$ cat src/rtl/elastic_pipeline_reg.sv
`default_nettype none
// ============================================================================
// Module  : elastic_pipeline_reg
// Brief   : Inter-stage pipeline register with valid/ready handshake, optional
//           2-entry skid buffer, stage-local flush and global BUSYWAIT freeze.
// Revision: 1.0 - initial release
// ============================================================================
module elastic_pipeline_reg #(
  parameter int DATA_WIDTH  = 136,
  parameter bit SKID_ENABLE = 1'b1
) (
  input  logic                  CLK,
  input  logic                  RESET,
  input  logic                  IN_VALID,
  output logic                  IN_READY,
  input  logic [DATA_WIDTH-1:0] IN_DATA,
  output logic                  OUT_VALID,
  input  logic                  OUT_READY,
  output logic [DATA_WIDTH-1:0] OUT_DATA,
  input  logic                  FLUSH,
  input  logic                  BUSYWAIT,
  output logic [1:0]            OCCUPANCY
);

  // Encoding doubles as the entry count.
  typedef enum logic [1:0] {
    ST_EMPTY = 2'd0,
    ST_ONE   = 2'd1,
    ST_TWO   = 2'd2
  } state_t;

  state_t                r_state;
  state_t                w_state_nxt;
  logic [DATA_WIDTH-1:0] r_main_data;
  logic [DATA_WIDTH-1:0] w_skid_data;
  logic                  w_main_valid;
  logic                  w_skid_valid;
  logic                  w_acc;
  logic                  w_iss;
  logic                  w_load_main;
  logic                  w_load_skid;
  logic                  w_main_from_skid;

  assign w_main_valid = (r_state != ST_EMPTY);
  assign w_skid_valid = (r_state == ST_TWO);

  generate
    if (SKID_ENABLE) begin : g_skid_ready
      // Ready comes from a flop only, breaking the OUT_READY -> IN_READY path.
      assign IN_READY = !w_skid_valid && !BUSYWAIT && !RESET;
    end else begin : g_comb_ready
      assign IN_READY = (!w_main_valid || OUT_READY) && !BUSYWAIT && !RESET;
    end
  endgenerate

  assign w_acc     = IN_VALID && IN_READY;
  assign w_iss     = w_main_valid && OUT_READY && !BUSYWAIT;
  assign OUT_VALID = w_main_valid;
  assign OUT_DATA  = r_main_data;
  assign OCCUPANCY = {w_skid_valid, w_main_valid && !w_skid_valid};

  always_ff @(posedge CLK) begin
    if (RESET) begin
      r_state <= ST_EMPTY;
    end else begin
      r_state <= w_state_nxt;
    end
  end

  always_comb begin
    w_state_nxt      = r_state;
    w_load_main      = 1'b0;
    w_load_skid      = 1'b0;
    w_main_from_skid = 1'b0;
    if (FLUSH) begin
      w_state_nxt = ST_EMPTY;
    end else begin
      case (r_state)
        ST_EMPTY: begin
          if (w_acc) begin
            w_state_nxt = ST_ONE;
            w_load_main = 1'b1;
          end
        end
        ST_ONE: begin
          if (w_acc && w_iss) begin
            w_load_main = 1'b1;
          end else if (w_acc) begin
            // Only reachable with the skid; without it accept implies issue.
            if (SKID_ENABLE) begin
              w_state_nxt = ST_TWO;
              w_load_skid = 1'b1;
            end
          end else if (w_iss) begin
            w_state_nxt = ST_EMPTY;
          end
        end
        ST_TWO: begin
          if (w_iss) begin
            w_state_nxt      = ST_ONE;
            w_main_from_skid = 1'b1;
          end
        end
        default: begin
          w_state_nxt = ST_EMPTY;
        end
      endcase
    end
  end

  always_ff @(posedge CLK) begin
    if (RESET) begin
      r_main_data <= '0;
    end else if (w_load_main) begin
      r_main_data <= IN_DATA;
    end else if (w_main_from_skid) begin
      r_main_data <= w_skid_data;
    end
  end

  generate
    if (SKID_ENABLE) begin : g_skid_buf
      logic [DATA_WIDTH-1:0] r_skid_data;

      always_ff @(posedge CLK) begin
        if (RESET) begin
          r_skid_data <= '0;
        end else if (w_load_skid) begin
          r_skid_data <= IN_DATA;
        end
      end

      assign w_skid_data = r_skid_data;
    end else begin : g_no_skid
      assign w_skid_data = '0;
    end
  endgenerate

endmodule
`default_nettype wire

$ cat config.mk
export PLATFORM = sky130hd
export DESIGN_NAME = elastic_pipeline_reg
export DESIGN_NICKNAME = d
export VERILOG_FILES = /design/src/rtl/elastic_pipeline_reg.sv
export SDC_FILE = /design/constraint.sdc
export NUM_CORES = 1
export LEC_CHECK = 0
export CORE_MARGIN = 2
export CORE_UTILIZATION = 30
export CTS_CLUSTER_DIAMETER = 30
export DETAILED_ROUTE_END_ITERATION = 7
export SLEW_MARGIN = 30
export SYNTH_ARGS = -nofsm -noshare
export SYNTH_HDL_FRONTEND = slang
export SYNTH_SLANG_ARGS = --single-unit
$ cat constraint.sdc
create_clock -name CLK -period 2.4 [get_ports CLK]
set_input_delay 0.48 -clock CLK [delete_from_list [all_inputs] [get_ports CLK]]
set_output_delay 0.48 -clock CLK [all_outputs]
set_load 0.02 [all_outputs]
==> results.md <==
- Status: finished, final reports clean
- Initial antenna violation count: 3
- CTS max path bufs: 3
- P_leak: 6.52 nW
- 1st-pass router iterations: 7
- Post-synth top area share: a little over two fifths
- Post-layout min period: about 2300 ps
- Starting Density: 30.3%
- Fin Clk Skew: a little over 20 ps
- Final #Nets: 1689
- Core outline area: 41900 sq um
- Max Clk Rate: ~430 MHz
- Wirelength per Cell: 20.2 um
- Fillers: 3900
- Root buf cell: clkbuf_16
- Slew Limit Fails: 0
- Clock Latency Late Sink: 580 ps
- Synth Area in Adders: 0%
- Htree depth: 3
- Fin crit share: a little under 100%
- Die H: 210 um
- GRT Overall Usage: about a fifth
- Cts hold-fix bufs: 0
- Final setup violation count: 0
- Drc violations: 0
- Register area share after synthesis: 43.3%
- Setup crit start kind: flip-flop
- Synth Register Bits: about 270
- CP arrival: 1830 ps
- Met2 wire length: 19400 um
- Max-cap violations: 0
- Pin count of the biggest net entering global routing: approximately 170
- Synth area leader: dfxtp_1
- Met3 WL: 4020 um
- Layout cells sized above 1: between 10% and 20%
- Ys Warns: 0
- Synth top cells by count: dfxtp_1 (274), clkbuf_1 (137), nor4_1 (137), o21ai_0 (137)
- Synth Area in XOR/XNOR: 0.0691%
- Num CTS Buffers: 73
- TritonCTS clock tree: yes
- Die Footprint: ~44000 sq um
- Vias: 11800
- Clock sink count: 274
- Post-Syn Area: around 13000 sq um
- HP Class: flip-flop to flip-flop
- ANT nets after route: 0
- P per Cell Area: 869 nW/um^2
- Syn_nets: 1461
- Simple-Gate Fraction of Synth Area: 21.3%
- Area Growth Syn to Fin: 47.2%
- Critical path class: flip-flop to primary output
- VDD IR max: between 0.5 and 0.6 mV
- Hpwl dp: 24400 um
- CP required: 1920 ps
- Overall power: roughly 16 mW
- Count leader, synth: dfxtp_1
- First-pass GRT wire length: 68400 um
- M1 wire length: 19200 um
- Vias in the first global route: 12000
- Vias/cell: 5.50
- Post-Route WL: around 43000 um
- Portion of netlist area occupied by mux cells: 14.1%
- DR top layer: met5
- Slew headroom: 47.2%
- CP endpoint kind: primary output
- Primary FF master, synth: dfxtp_1
- Post-Synthesis Cells: 1319
- PortBufs: ~280
- Largest family of logic cells by synthesized area: simple AND/OR/NAND/NOR gates
- Die width: approximately 210 um
- EDFF count, synth: 0
- Ys async rst share: 0%
- # IOs: 282
- Compound-gate portion of the synthesized area: 15.1%
- Yosys cell types: 30
- Synth top area cells: dfxtp_1 (43%), mux2_4 (9.5%), a311oi_1 (9.4%)
- Clock-pin slew on the worst setup and hold paths: 40 ps
- Final hold vios: 0
- Largest fanout on the critical path: 5
- Tightest Pin Transition: 792 ps
- Rows: 75
- Avg Inst Size Synth: 9.61 sq um
- Initial DRC count: ~910
- Postcts setup bufs: 0
- Total grt overflow: 0
- RSZ-0062 raised after global routing: no
- Hold_ws: 469 ps
- GP Congestion: 0.754
==> critical path, cell delays in order, from the launching register on <==
cell             delay [ps]
dfxtp_1                 360
or2_2                   330
clkdlybuf4s50_1         560
==> layer usage <==
| layer | up-vias | global-route usage [%] |
|---|---|---|
| li1 | 5448 | - |
| met1 | 5755 | 25.5 |
| met2 | 522 | 29.0 |
| met3 | 68 | 6.93 |
| met4 | 4 | 6.43 |
| met5 | - | 0 |
==> cells by family (layout without fill, tap and decap cells) <==
group | Yosys count | after routing
mux | 136 | 136
other cells | 0 | 2
simple gates | 457 | 457
compound gates | 277 | 277
buf+inv | 174 | 459
xor+xnor | 1 | 1
flops | 274 | 274
==> final cells by class <==
class | count | area, sq um | area share (%)
flip-flops and latches | 274 | 5490 | 29.4
clock buffers | 100 | 2070 | 11.1
well taps | 539 | 674 | 3.62
repair buffers | 325 | 3410 | 18.3
clock inverters | 32 | 559 | 3.00
diodes | 2 | 5.00 | 0.0268
inverters | 2 | 10.0 | 0.0537
multi-input cells | 871 | 6440 | 34.5
==> sequential cells by signal, indices dropped and copies added (netlist names) <==
name and count:
OUT_DATA 136, g_skid_buf.r_skid_data 136, r_state 2
==> placed cells by master (no fill, tap or decap), drive strengths merged, types with 14 or more instances in the layout <==
cell type,instances
dfxtp,274
o21ai,137
buf,44
nor4,137
nand3,136
a311oi,136
bufinv,14
nand2b,71
clkdlybuf4s50,279
mux2i,34
nor2b,103
clkbuf,101
mux2,102
==> report_power, final <==
group	internal, mW	leakage, nW	switching, mW
Combinational	0.497	3.01	0.571
Sequential	4.65	2.22	0.0492
Clock	7.49	1.29	2.96
==> per-stage QoR <==
| step | setup TNS [ps] | setup slack [ps] | area [sq um] | std cells | util [%] |
|---|---|---|---|---|---|
| after floorplan | 0 | 385 | 12700 | 1319 | - |
| after global placement | -24460 | -208 | 16000 | 2011 | 38.3 |
| after detailed placement | -25620 | -242 | 16000 | 2011 | 38.3 |
| after CTS | 0 | 39.8 | 18600 | 2143 | 44.6 |
| after global routing | 0 | 16.7 | 18700 | 2144 | 44.6 |
| final | 0 | 93.0 | 18700 | 2145 | 44.6 |
==> what timing repair did <==
| item | CTS | global route |
|---|---|---|
| hold endpoints to repair | 0 | 0 |
| pin swaps | 0 | 0 |
| setup endpoints to repair | 1 | 1 |
| gates resized for setup | 1 | 1 |
==> final timing paths <==
kind                                    from                         end  slack [ps]  depth (start not counted)
setup / recovery                  r_state[1]                   OUT_VALID          90                          2
hold / removal    g_skid_buf.r_skid_data[32]  g_skid_buf.r_skid_data[32]         470                          2
setup reg to reg                  r_state[1]                OUT_DATA[42]         470                          4
hold reg to reg   g_skid_buf.r_skid_data[32]  g_skid_buf.r_skid_data[32]         470                          2
No activity file was read; power rests on OpenSTA's default activity.
